==> src/rtl/debug_uart_tx.sv <==
// Byte-FIFO-fed 8N1 debug UART transmitter; start bit leaves 2 edges after a push into an idle block, t_ready drops only when the FIFO is full.
// Define DEBUG_UART_TX_PARITY_EN to insert an even parity bit (8E1, 11-bit frames).
module debug_uart_tx #(
    parameter int unsigned CLKS_PER_BIT = 868,
    parameter int unsigned FIFO_DEPTH   = 16
) (
    input  logic                          clk,
    input  logic                          rst,
    input  logic [31:0]                   t_data,
    input  logic                          t_valid,
    output logic                          t_ready,
    output logic                          uart_tx,
    output logic                          busy,
    output logic [$clog2(FIFO_DEPTH):0]   fifo_level
);

    localparam int unsigned AW = $clog2(FIFO_DEPTH);
    localparam int unsigned LW = AW + 1;
    localparam int unsigned BW = $clog2(CLKS_PER_BIT);
    localparam logic [BW-1:0] BAUD_LAST  = BW'(CLKS_PER_BIT - 1);
    localparam logic [LW-1:0] LEVEL_FULL = LW'(FIFO_DEPTH);

    typedef enum logic [2:0] {
        IDLE,
        START,
        DATA,
`ifdef DEBUG_UART_TX_PARITY_EN
        PARITY,
`endif
        STOP
    } state_t;

    // FIFO state
    logic [7:0]    mem_q [FIFO_DEPTH];
    logic [AW-1:0] wr_ptr_q, wr_ptr_d;
    logic [AW-1:0] rd_ptr_q, rd_ptr_d;
    logic [LW-1:0] level_q, level_d;
    logic          t_ready_q;
    logic          push;
    logic          pop;
    logic          fifo_empty;
    logic [7:0]    fifo_head;

    // Transmit state
    state_t        state_q, state_d;
    logic [BW-1:0] baud_q, baud_d;
    logic [2:0]    bit_idx_q, bit_idx_d;
    logic [7:0]    shift_q, shift_d;
    logic          uart_tx_q;
    logic          line_d;
    logic          bit_end;
`ifdef DEBUG_UART_TX_PARITY_EN
    logic          par_q, par_d;
`endif

    logic          unused_hi_bits;
    assign unused_hi_bits = ^t_data[31:8];

    assign push       = t_valid && t_ready_q;
    assign fifo_empty = (level_q == '0);
    assign fifo_head  = mem_q[rd_ptr_q];
    assign bit_end    = (baud_q == BAUD_LAST);

    always_comb begin
        wr_ptr_d = wr_ptr_q;
        rd_ptr_d = rd_ptr_q;
        level_d  = level_q;
        if (push) begin
            wr_ptr_d = wr_ptr_q + AW'(1);
        end
        if (pop) begin
            rd_ptr_d = rd_ptr_q + AW'(1);
        end
        case ({push, pop})
            2'b10:   level_d = level_q + LW'(1);
            2'b01:   level_d = level_q - LW'(1);
            default: level_d = level_q;
        endcase
    end

    // Storage carries no reset: pointers and level define what is valid.
    always_ff @(posedge clk) begin
        if (push) begin
            mem_q[wr_ptr_q] <= t_data[7:0];
        end
    end

    always_comb begin
        state_d   = state_q;
        bit_idx_d = bit_idx_q;
        shift_d   = shift_q;
        pop       = 1'b0;
        line_d    = 1'b1;
        baud_d    = (state_q == IDLE || bit_end) ? '0 : baud_q + BW'(1);
`ifdef DEBUG_UART_TX_PARITY_EN
        par_d     = par_q;
`endif
        case (state_q)
            IDLE: begin
                line_d = 1'b1;
                if (!fifo_empty) begin
                    pop = 1'b1;
                end
            end
            START: begin
                line_d = 1'b0;
                if (bit_end) begin
                    state_d   = DATA;
                    bit_idx_d = '0;
                end
            end
            DATA: begin
                line_d = shift_q[0];
                if (bit_end) begin
                    shift_d   = {1'b0, shift_q[7:1]};
                    bit_idx_d = bit_idx_q + 3'd1;
                    if (bit_idx_q == 3'd7) begin
`ifdef DEBUG_UART_TX_PARITY_EN
                        state_d = PARITY;
`else
                        state_d = STOP;
`endif
                    end
                end
            end
`ifdef DEBUG_UART_TX_PARITY_EN
            PARITY: begin
                line_d = par_q;
                if (bit_end) begin
                    state_d = STOP;
                end
            end
`endif
            STOP: begin
                line_d = 1'b1;
                if (bit_end) begin
                    if (!fifo_empty) begin
                        pop = 1'b1;
                    end else begin
                        state_d = IDLE;
                    end
                end
            end
            default: begin
                state_d = IDLE;
            end
        endcase

        // Loading the next byte is shared by IDLE and back-to-back STOP exits.
        if (pop) begin
            state_d   = START;
            shift_d   = fifo_head;
            bit_idx_d = '0;
            baud_d    = '0;
`ifdef DEBUG_UART_TX_PARITY_EN
            par_d     = ^fifo_head;
`endif
        end
    end

    always_ff @(posedge clk) begin
        if (rst) begin
            wr_ptr_q  <= '0;
            rd_ptr_q  <= '0;
            level_q   <= '0;
            t_ready_q <= 1'b0;
            state_q   <= IDLE;
            baud_q    <= '0;
            bit_idx_q <= '0;
            shift_q   <= '0;
            uart_tx_q <= 1'b1;
`ifdef DEBUG_UART_TX_PARITY_EN
            par_q     <= 1'b0;
`endif
        end else begin
            wr_ptr_q  <= wr_ptr_d;
            rd_ptr_q  <= rd_ptr_d;
            level_q   <= level_d;
            t_ready_q <= (level_d != LEVEL_FULL);
            state_q   <= state_d;
            baud_q    <= baud_d;
            bit_idx_q <= bit_idx_d;
            shift_q   <= shift_d;
            uart_tx_q <= line_d;
`ifdef DEBUG_UART_TX_PARITY_EN
            par_q     <= par_d;
`endif
        end
    end

    assign t_ready    = t_ready_q;
    assign uart_tx    = uart_tx_q;
    assign fifo_level = level_q;
    assign busy       = (state_q != IDLE) || (level_q != '0);

endmodule

==> config.mk <==
export PLATFORM = sky130hd
export DESIGN_NAME = debug_uart_tx
export DESIGN_NICKNAME = d
export VERILOG_FILES = /design/src/rtl/debug_uart_tx.sv
export SDC_FILE = /design/constraint.sdc
export NUM_CORES = 1
export LEC_CHECK = 0
export ABC_AREA = 1
export CORE_MARGIN = 10
export CORE_UTILIZATION = 40
export CTS_BUF_LIST = sky130_fd_sc_hd__clkbuf_4 sky130_fd_sc_hd__clkbuf_8
export DETAILED_ROUTE_END_ITERATION = 6
export SYNTH_ARGS = -nofsm -noshare
export SYNTH_HDL_FRONTEND = slang
export SYNTH_SLANG_ARGS = --single-unit
==> constraint.sdc <==
create_clock -name clk -period 5 [get_ports clk]
set_input_delay 1 -clock clk [delete_from_list [all_inputs] [get_ports clk]]
set_output_delay 1 -clock clk [all_outputs]
set_load 0.05 [all_outputs]
After elaboration in Yosys (flattened, before gate mapping)
Memories as Yosys holds them, arrays and structs flattened. A register that Yosys moved wholly into a read port is not among the register bits.
Index checks and enable logic that the tools add are counted.
{ "op_classes": {"add_sub_neg": 6, "eq_ne": 19, "mux": 22, "bitwise_logic": 1, "reduce_logical": 16} }
{ "op_table": {"columns": ["op", "n"], "rows": [
  ["8-bit 2-to-1 mux", 3],
  ["3-bit 2-to-1 mux", 7],
  ["3-bit inequality test, second input constant", 5],
  ["2-bit inequality test, second input constant", 6],
  ["3-bit one-hot mux with 4 select lines", 1],
  ["6-bit AND reduction", 2],
  ["10-bit by 1-bit adder with 10-bit output, second input constant", 1],
  ["10-bit equality test, second input constant", 1],
  ["5-bit one-hot mux with 2 select lines", 1],
  ["4-bit by 1-bit adder with 4-bit output, second input constant", 2],
  ["4-bit 2-to-1 mux", 2],
  ["3-bit by 2-bit equality test with 1-bit output, second input constant", 2],
  ["3-bit one-hot mux with 2 select lines", 1],
  ["2-bit nonzero test", 3],
  ["5-bit by 1-bit adder with 5-bit output, second input constant", 1],
  ["5-bit zero test", 1],
  ["1-bit 2-to-1 mux", 5],
  ["5-bit inequality test, second input constant", 1],
  ["5-bit nonzero test", 1],
  ["5-bit by 1-bit subtractor with 5-bit output, second input constant", 1],
  ["1-bit one-hot mux with 2 select lines", 2],
  ["3-bit by 1-bit adder with 3-bit output, second input constant", 1],
  ["3-bit by 1-bit equality test with 1-bit output, second input constant", 1],
  ["3-bit equality test, second input constant", 1],
  ["other kinds (11)", 12]
]} }
{ "totals": {"regBits": 39, "mem_bits_rw": 128, "memories": 1} }
{ "memory_table": {"columns": ["name", "depth", "width", "rd", "rd_clocked_by_memory_dff", "write_ports", "line_no", "text"], "rows": [
  ["mem_q", 16, 8, 1, 1, 1, "34", "logic [7:0] mem_q [FIFO_DEPTH];"]
]} }

Longest topological paths before layout
Gate-level depths: netlist of the first run.
{ "depth": {"ltp_word": 7, "depth_mapped": 19, "ltp_nobuf": 19} }

Worst setup path before layout of the first run
OpenSTA, ideal clock, no wires.
{ "synth_timing": {"path_kind": "register to register", "start": "reg level_q[0], in the netlist fifo_level[0]", "end": "reg t_ready_q, in the netlist t_ready", "t_arrival_ps": 2436, "required_ps": 4872, "path_slack_ps": 2436, "stages_incl_launch_ff": 18, "cell_sequence": "dfxtp_1 > nor2_1 > nand3_1 > nand2_1 > inv_1 > nand2_2 > nand2_4 > nand2_2 > inv_2 > buf_4 > ha_1 > clkbuf_1 > o21ai_0 > nand2_1 > nor2_1 > nand3_1 > nor2_1 > nor2_1"} }
{ "synth_between": {"elab_chain_cells": 7, "word_cells_on_any_way": 10} }
{ "synth_lines": {"columns": ["element", "line_no", "text"], "rows": [
  ["from (decl)", "37", "logic [LW-1:0] level_q, level_d;"],
  ["from (signal assigned)", "178", "level_q <= level_d;"],
  ["5-bit zero test", "60", "assign fifo_empty = (level_q == '0);"],
  ["1-bit 2-to-1 mux", "101, 137", null],
  ["1-bit 2-to-1 mux", "136", "if (bit_end) begin"],
  ["1-bit one-hot mux with 2 select lines", "98", "case (state_q)"],
  ["2-bit by 1-bit equality test with 1-bit output / 2-bit equality test (equally long branches)", "74", "case ({push, pop})"],
  ["5-bit one-hot mux with 2 select lines (*)", "74", null],
  ["5-bit inequality test (*)", "179", "t_ready_q <= (level_d != LEVEL_FULL);"],
  ["to (signal assigned)", "179", null],
  ["to (decl)", "38", "logic t_ready_q;"]
]} }
Every way passes the cells marked *; elsewhere a longest branch is shown, timed or not.
A chain may end at the register's enable or synchronous reset.

Final worst setup path of the first run
{ "layout_timing": {"start": "reg state_q[0]", "end": "out busy"} }
{ "layout_between": {"elab_chain_cells": 2} }
{ "layout_lines": {"columns": ["element", "line_no", "text"], "rows": [
  ["from (decl)", "45", "state_t state_q, state_d;"],
  ["from (signal assigned)", "180", "state_q <= state_d;"],
  ["3-bit nonzero test", "194", "assign busy = (state_q != IDLE) || (level_q != '0);"],
  ["1-bit logical OR", "194", null],
  ["to (decl)", "13", "output logic busy,"]
]} }
No other way between the ends.

==> flow_metrics.py, run 1 <==
metrics = {
    "clock_network": {
        "post_cts_resize_count": 0,
        "clk-insertion-delay-late_ns": 0.47,
        "total_clock_buffers_created_by_cts": 17,
        "htree_levels": 4,
        "count_of_hold_fix_buffers_inserted_at_cts": 0,
        "buffer_cell_driving_the_clock_tree_root": "sky130_fd_sc_hd__clkbuf_8",
        "cts_tree": "yes",
        "cts.reportedPaths.clkPinSlew_ns": 0.09,
        "postCtsSetupRepairBufs": 0,
        "clk_path_buf_depth": 2,
        "cts.sink_count": 170,
    },
    "finish": {
        "drive_gt1_share_pct": 8.271,
        "area_delta_synth_final_pct": 10.57,
        "n_antenna_cell": 0,
        "final-instance-count-excl-fill": 890,
        "layout.nets": 701,
    },
    "routing": {
        "vias": 4810,
        "drt_first_pass_iters": 5,
        "postRouteWirelength_um": 16360,
        "detail_route.drc_violations": 0,
        "detail_route.wl_per_cell_um": 18.38,
        "drt_iter0_markers": 316,
        "ant_nets": 0,
        "vias_per_cell": 5.404,
    },
    "floorplan": {
        "die_w_um": 153.3,
        "placeableCoreArea_um2": 17360,
        "initial_standard_cell_utilization_of_the_core_pct": 40.93,
        "pin_count": 43,
        "die_h_um": 153.3,
        "rows": 48,
        "die_area_um2": 23490,
    },
    "worst_setup_path": {
        "path_max_fanout": 3,
        "setup.worst_path.end_class": "output pin",
        "timing.critical_path.slowest_stage_cell": "sky130_fd_sc_hd__clkdlybuf4s50_1",
        "crit_path_start_kind": "flop",
        "critical_path.cell_chain": "inv_1 -> ha_1 -> nand4_1 -> clkdlybuf4s50_1",
        "critical_path_class": "flop to output pin",
        "critPathBufInv": 2,
        "critPathRequiredTime_ns": 4.00,
        "crit_path_largest_cell_delay_ns": 0.82,
        "critical-path-top-delay-family": "buffers and inverters",
        "critical_path_arrival_ns": 2.10,
    },
    "global_route": {
        "track_usage_pct": 13.67,
        "first_pass_grt_wire_length_um": 25610,
        "antenna_violations_before_repair": 0,
        "gr-total-overflow": 0,
        "first_global_vias": 4724,
        "grt_start_max_net_pins": 66,
    },
    "timing": {
        "grt_setup_unrepaired": "false",
        "setup_total_negative_slack_ns": 0,
        "layout_worst_path_cycle_share_pct": 61.97,
        "finalHoldViolCount": 0,
        "max_slew.worst_pin.slew_ns": 1.069,
        "setup_viol": 0,
        "relSlewSlack_pct": 28.74,
        "timing.final.max_slew_violations": 0,
        "fin_ws_ns": 1.901,
        "timing.clock.skew_ns": 0.01371,
        "period_minus_slack_ns": 3.099,
        "fmax_ghz": 0.3227,
    },
    "placement": {
        "post-place-cells": 858,
        "place_ws_ns": 1.729,
        "place_hpwl_um": 10070,
        "finalWeightedCongestion": 0.8438,
        "port_buffers": 18,
    },
    "synth": {
        "count_of_distinct_cell_types_in_the_synthesized_netlist": 40,
        "synthesis.area_um2": 7104,
        "synthesis.instances": 640,
        "synth_seq_cells": 170,
        "post_synth_edffs": 128,
        "synth_area_per_cell_um2": 11.10,
        "synth_ff_type": "sky130_fd_sc_hd__edfxtp_1",
        "synth.yosys.warnings": 0,
        "synthArstFlopShare_pct": 0,
        "seq_area_frac_synth_pct": 65.94,
        "syn-num-nets": 689,
    },
    "power": {
        "pwr_density_cell_nw_per_um2": 533.3,
        "vdd_drop_max_mv": 0.2667,
        "static-leakage-power_nw": 2.623,
    },
    "outcome": {
        "status": "finished, final reports clean",
    },
    "worst_hold_path": {
        "hold_class": "flop to flop",
    },
    "job": {
        "max-cap-violations": 0,
    },
}
-- cell usage in the layout (no fill, tap or decap), types with 3 or more instances in the layout --
| master | n |
|---|---|
| sky130_fd_sc_hd__nand3_1 | 22 |
| sky130_fd_sc_hd__clkinv_1 | 3 |
| sky130_fd_sc_hd__nand2_2 | 5 |
| sky130_fd_sc_hd__o22ai_1 | 8 |
| sky130_fd_sc_hd__inv_6 | 6 |
| sky130_fd_sc_hd__o211ai_1 | 8 |
| sky130_fd_sc_hd__nor3_1 | 6 |
| sky130_fd_sc_hd__o21ai_0 | 66 |
| sky130_fd_sc_hd__nand2_1 | 67 |
| sky130_fd_sc_hd__inv_1 | 37 |
| sky130_fd_sc_hd__buf_4 | 4 |
| sky130_fd_sc_hd__dfxtp_1 | 41 |
| sky130_fd_sc_hd__nand4_1 | 8 |
| sky130_fd_sc_hd__edfxtp_1 | 128 |
| sky130_fd_sc_hd__a31o_1 | 4 |
| sky130_fd_sc_hd__a31o_2 | 4 |
| sky130_fd_sc_hd__a21oi_1 | 40 |
| sky130_fd_sc_hd__inv_2 | 3 |
| sky130_fd_sc_hd__xor2_1 | 6 |
| sky130_fd_sc_hd__ha_1 | 14 |
| sky130_fd_sc_hd__clkdlybuf4s50_1 | 18 |
| sky130_fd_sc_hd__nor2_1 | 101 |
| sky130_fd_sc_hd__a221oi_1 | 3 |
| sky130_fd_sc_hd__o221ai_1 | 20 |
| sky130_fd_sc_hd__clkbuf_8 | 17 |
-- cell usage after synthesis, types with 2 or more instances --
master	n	share of area, %
sky130_fd_sc_hd__a221oi_1	3	0.37
sky130_fd_sc_hd__o211ai_1	8	0.85
sky130_fd_sc_hd__a31o_2	4	0.49
sky130_fd_sc_hd__dfxtp_1	42	12
sky130_fd_sc_hd__nor2_1	101	5.3
sky130_fd_sc_hd__nor2_2	2	0.18
sky130_fd_sc_hd__and3_1	2	0.18
sky130_fd_sc_hd__a21oi_1	40	2.8
sky130_fd_sc_hd__buf_4	2	0.21
sky130_fd_sc_hd__inv_2	3	0.16
sky130_fd_sc_hd__nand2_2	5	0.44
sky130_fd_sc_hd__edfxtp_1	128	54
sky130_fd_sc_hd__o22ai_1	8	0.70
sky130_fd_sc_hd__nand3_2	2	0.28
sky130_fd_sc_hd__inv_1	37	2.0
sky130_fd_sc_hd__ha_1	14	2.5
sky130_fd_sc_hd__o21ai_0	66	4.6
sky130_fd_sc_hd__nand2_1	67	3.5
sky130_fd_sc_hd__xor2_1	6	0.74
sky130_fd_sc_hd__nand3_1	22	1.5
sky130_fd_sc_hd__o221ai_1	20	2.5
sky130_fd_sc_hd__buf_1	2	0.11
sky130_fd_sc_hd__a31o_1	4	0.49
sky130_fd_sc_hd__nand4_1	8	0.70
sky130_fd_sc_hd__a22oi_1	2	0.21
sky130_fd_sc_hd__buf_2	4	0.28
sky130_fd_sc_hd__clkbuf_1	20	1.1
sky130_fd_sc_hd__nor3_1	6	0.42
-- final cells by class --
class	count	area, um^2
Fill cell	1566	9502
Tap cell	225	281.5
Sequential cell	170	4686
Clock inverter	15	152.6
Timing Repair Buffer	22	210.2
Inverter	41	153.9
Multi-Input combinational cell	400	2137
Clock buffer	17	234.0
-- final timing paths --
check,slack (ns),end,startpoint,cells after the start
worst max register to register,2.20,t_ready$_SDFF_PP0_,baud_q[0]$_SDFF_PP0_,14
worst max-delay path,1.90,busy,state_q[0]$_SDFFE_PP0P_,4
worst min-delay path,0.45,baud_q[0]$_SDFF_PP0_,baud_q[0]$_SDFF_PP0_,1
worst min register to register,0.45,baud_q[0]$_SDFF_PP0_,baud_q[0]$_SDFF_PP0_,1
-- logic make-up (layout without fill, tap and decap cells) --
logic type,after synthesis,count (layout),share of synthesized area (%)
adders and majority gates,14,14,2.466
buffers and inverters,70,95,3.980
xor gates and xnor gates,7,7,0.8630
and+or+nand+nor,221,221,13.40
AOI/OAI and AO/OA,158,158,13.35
DFF,170,170,65.94
-- layer usage --
metal	routed length, um	GRT usage [%]	part of all wire [%]	up-vias
li1	-	-	-	2322
met1	7351	16.64	45	2349
met2	8033	23.39	49	124
met3	752	3.283	4.6	15
met4	224	4.042	1.4	0
met5	0	0	0	-
-- where the power goes --
group          internal [mW]  switching, mW
combinational          0.484           1.06
clock                  0.411          0.543
sequential              1.62         0.0718
total                   2.51           1.68
-- stage by stage --
stage | cell area [um^2] | hold slack, ns | power [mW] | utilization (%)
after global placement | 7468 | 0.4298 | 3.199 | 43.03
after floorplan | 7104 | 0.4176 | 2.852 | -
after CTS | 7855 | 0.4564 | 4.202 | 45.26
after global routing | 7855 | 0.4733 | 4.437 | 45.26
after detailed placement | 7468 | 0.4437 | 3.259 | 43.03
final | 7855 | 0.4521 | 4.189 | 45.26
-- sequential cells by signal, summed over array words and instances, names as in the netlist, named ones only --
signal	cells
fifo_level	5
mem_q	128
bit_idx_q	3
baud_q	10
uart_tx	1
wr_ptr_q	4
state_q	2
rd_ptr_q	4
shift_q	8
t_ready	1
(Power assumes the default switching activity.)
==> run 2: changes to the inputs <==
==> constraint.sdc (replaced) <==
create_clock -name clk -period 2.9 [get_ports clk]
set_input_delay 0.58 -clock clk [delete_from_list [all_inputs] [get_ports clk]]
set_output_delay 0.58 -clock clk [all_outputs]
set_load 0.05 [all_outputs]
==> run 2 against run 1 <==
Setup slack got worse by 1.7 ns. Register-to-register slack lost 1.7 ns. Final cell count grew 2.5%. Non-clock buffer count increased by 22. Power increased by 78%. Via count is 0.48% higher. Count of clock-buffer cells in the layout is 1 higher. Design area up 2.8%. Largest power group unchanged.
==> flow_metrics.py, run 2 (synthesized netlist as in run 1, its figures left out) <==
metrics = {
    "global_route": {
        "track_usage_pct": 13.70,
        "gr-total-overflow": 0,
        "antenna_violations_before_repair": 0,
        "first_pass_grt_wire_length_um": 25670,
        "grt_start_max_net_pins": 65,
        "first_global_vias": 4699,
    },
    "placement": {
        "finalWeightedCongestion": 0.8230,
        "place_hpwl_um": 10490,
        "place_area_um2": 7634,
        "port_buffers": 18,
    },
    "worst_setup_path": {
        "critical_path_class": "flop to output pin",
        "rrSetupSlack_ns": 0.50,
        "reg2reg_from": "baud_q[0]$_SDFF_PP0_",
        "setup.worst_path.end_class": "output pin",
        "critical_path.cell_chain": "inv_1 -> ha_1 -> nand4_1 -> clkdlybuf4s50_1",
        "path_max_fanout": 3,
        "crit_path_largest_cell_delay_ns": 0.82,
        "timing.critical_path.slowest_stage_cell": "sky130_fd_sc_hd__clkdlybuf4s50_1",
        "worst_reg2reg_endpoint": "t_ready$_SDFF_PP0_",
        "critical_path_arrival_ns": 2.08,
        "critPathRequiredTime_ns": 2.32,
        "r2r.worst_path.cells": 18,
        "crit_path_start": "state_q[0]$_SDFFE_PP0P_",
        "crit_path_start_kind": "flop",
    },
    "power": {
        "power.share.combinational_pct": 36.1,
        "power_report.internal_total_mw": 4.573,
        "vdd_drop_max_mv": 0.6278,
        "total_switching_power_mw": 2.894,
        "netSwitchingFraction_pct": 38.76,
        "pwr_density_cell_nw_per_um2": 924.4,
        "static-leakage-power_nw": 2.771,
        "power.sequential.fraction_pct": 39.4,
        "clkPwrFrac_pct": 24.6,
    },
    "timing": {
        "period_minus_slack_ns": 2.655,
        "setup_total_negative_slack_ns": 0,
        "setup_viol": 0,
        "finalHoldViolCount": 0,
        "timing.clock.skew_ns": 0.02151,
        "max_slew.worst_pin.slew_ns": 0.6836,
        "grt_setup_unrepaired": "false",
        "timing.final.max_slew_violations": 0,
        "relSlewSlack_pct": 54.28,
        "fmax_ghz": 0.3766,
        "layout_worst_path_cycle_share_pct": 91.56,
    },
    "routing": {
        "drt_iter0_markers": 467,
        "ant_nets": 0,
        "postRouteWirelength_um": 16210,
        "drt_first_pass_iters": 5,
        "vias": 4833,
        "detail_route.wl_per_cell_um": 17.77,
        "vias_per_cell": 5.299,
        "detail_route.drc_violations": 0,
    },
    "finish": {
        "layout_commonest_cell": "sky130_fd_sc_hd__edfxtp_1",
        "n_antenna_cell": 0,
        "fill_cell_count": 1606,
        "layout.nets": 723,
        "largest_registers": "mem_q: 128 flops, baud_q: 10 flops, shift_q: 8 flops",
        "layout.area.seq_um2": 4686,
        "area_delta_synth_final_pct": 13.70,
        "drive_gt1_share_pct": 11.50,
        "most_frequent_cells_in_the_layout": "sky130_fd_sc_hd__edfxtp_1 (128), sky130_fd_sc_hd__nor2_1 (101), sky130_fd_sc_hd__nand2_1 (67)",
        "largest_register_ffs": 128,
        "layout.cell_area.non_filler_um2": 8078,
        "area_occupied_by_multi_input_gates_um2": 2137,
        "register_containing_the_most_flip_flops_in_the_final_layout": "mem_q",
    },
    "floorplan": {
        "rows": 48,
        "placeableCoreArea_um2": 17360,
        "pin_count": 43,
        "die_area_um2": 23490,
        "die_h_um": 153.3,
        "die_w_um": 153.3,
        "initial_standard_cell_utilization_of_the_core_pct": 40.93,
    },
    "job": {
        "max-cap-violations": 0,
    },
    "clock_network": {
        "post_cts_resize_count": 0,
        "clk_path_buf_depth": 2,
        "total_clock_buffers_created_by_cts": 17,
        "cts.reportedPaths.clkPinSlew_ns": 0.11,
        "buffer_cell_driving_the_clock_tree_root": "sky130_fd_sc_hd__clkbuf_8",
        "clk-insertion-delay-late_ns": 0.46,
        "cts_tree": "yes",
        "htree_levels": 4,
        "cts.sink_count": 170,
        "count_of_hold_fix_buffers_inserted_at_cts": 0,
        "postCtsSetupRepairBufs": 0,
    },
    "worst_hold_path": {
        "min_delay_src": "baud_q[0]$_SDFF_PP0_",
        "min_path_cells": 1,
        "hold_class": "flop to flop",
        "hold_path_end": "baud_q[0]$_SDFF_PP0_",
    },
    "outcome": {
        "status": "finished, final reports clean",
    },
}
==> run 2: per-stage QoR <==
step	std cells	worst slack (ns)	total power [mW]	hold slack, ns	util (%)
floorplan	640	0.3362	4.917	0.4176	-
global placement	880	0.2530	5.601	0.4324	43.98
detailed placement	880	0.2002	5.680	0.4404	43.98
CTS	912	0.1998	7.519	0.4594	46.54
global route	912	0.1177	7.955	0.4816	46.54
finish	912	0.2448	7.467	0.4646	46.54
==> run 2: routing by layer <==
| metal | global-route usage (%) | vias up | share of wire, % |
|---|---|---|---|
| li1 | - | 2371 | - |
| met1 | 17.31 | 2362 | 45 |
| met2 | 23.00 | 87 | 50 |
| met3 | 3.227 | 13 | 4.1 |
| met4 | 3.497 | 0 | 1.1 |
| met5 | 0 | - | 0 |
==> run 2: how the worst max path moves through the flow <==
stage / end / slack [ns] / cells past startpoint
final: busy / 0.24 / 4
after global routing: busy / 0.12 / 4
after CTS: busy / 0.20 / 4
after detailed placement: t_ready$_SDFF_PP0_ / 0.20 / 14
after global placement: t_ready$_SDFF_PP0_ / 0.25 / 14
after floorplan: t_ready$_SDFF_PP0_ / 0.34 / 17
==> run 2: final cells by class <==
| type | count | share of cell area (%) |
|---|---|---|
| inverter | 41 | 1.905 |
| sequential | 170 | 58.01 |
| clock buffer | 18 | 2.989 |
| timing repair buffer | 44 | 4.647 |
| clock inverter | 14 | 2.509 |
| multi-input combinational | 400 | 26.46 |
| tap | 225 | 3.485 |
==> run 2: power by group through the flow <==
stage | clock [mW] | sequential, mW | combinational (mW)
after floorplan | 0 | 3.05 | 1.86
after global placement | 0 | 2.98 | 2.62
after detailed placement | 0 | 2.99 | 2.69
after CTS | 1.88 | 2.93 | 2.70
after global routing | 1.98 | 2.96 | 3.01
final | 1.83 | 2.94 | 2.69
==> run 2: worst max-delay path, delay by kind of cell, from the launching register on <==
kind                     cells  cell delay [ns]
flip-flops                   1             0.37
AND/OR/NAND/NOR              1             0.10
buffers and inverters        2             0.91
adder cells (fa/ha/maj)      1             0.23
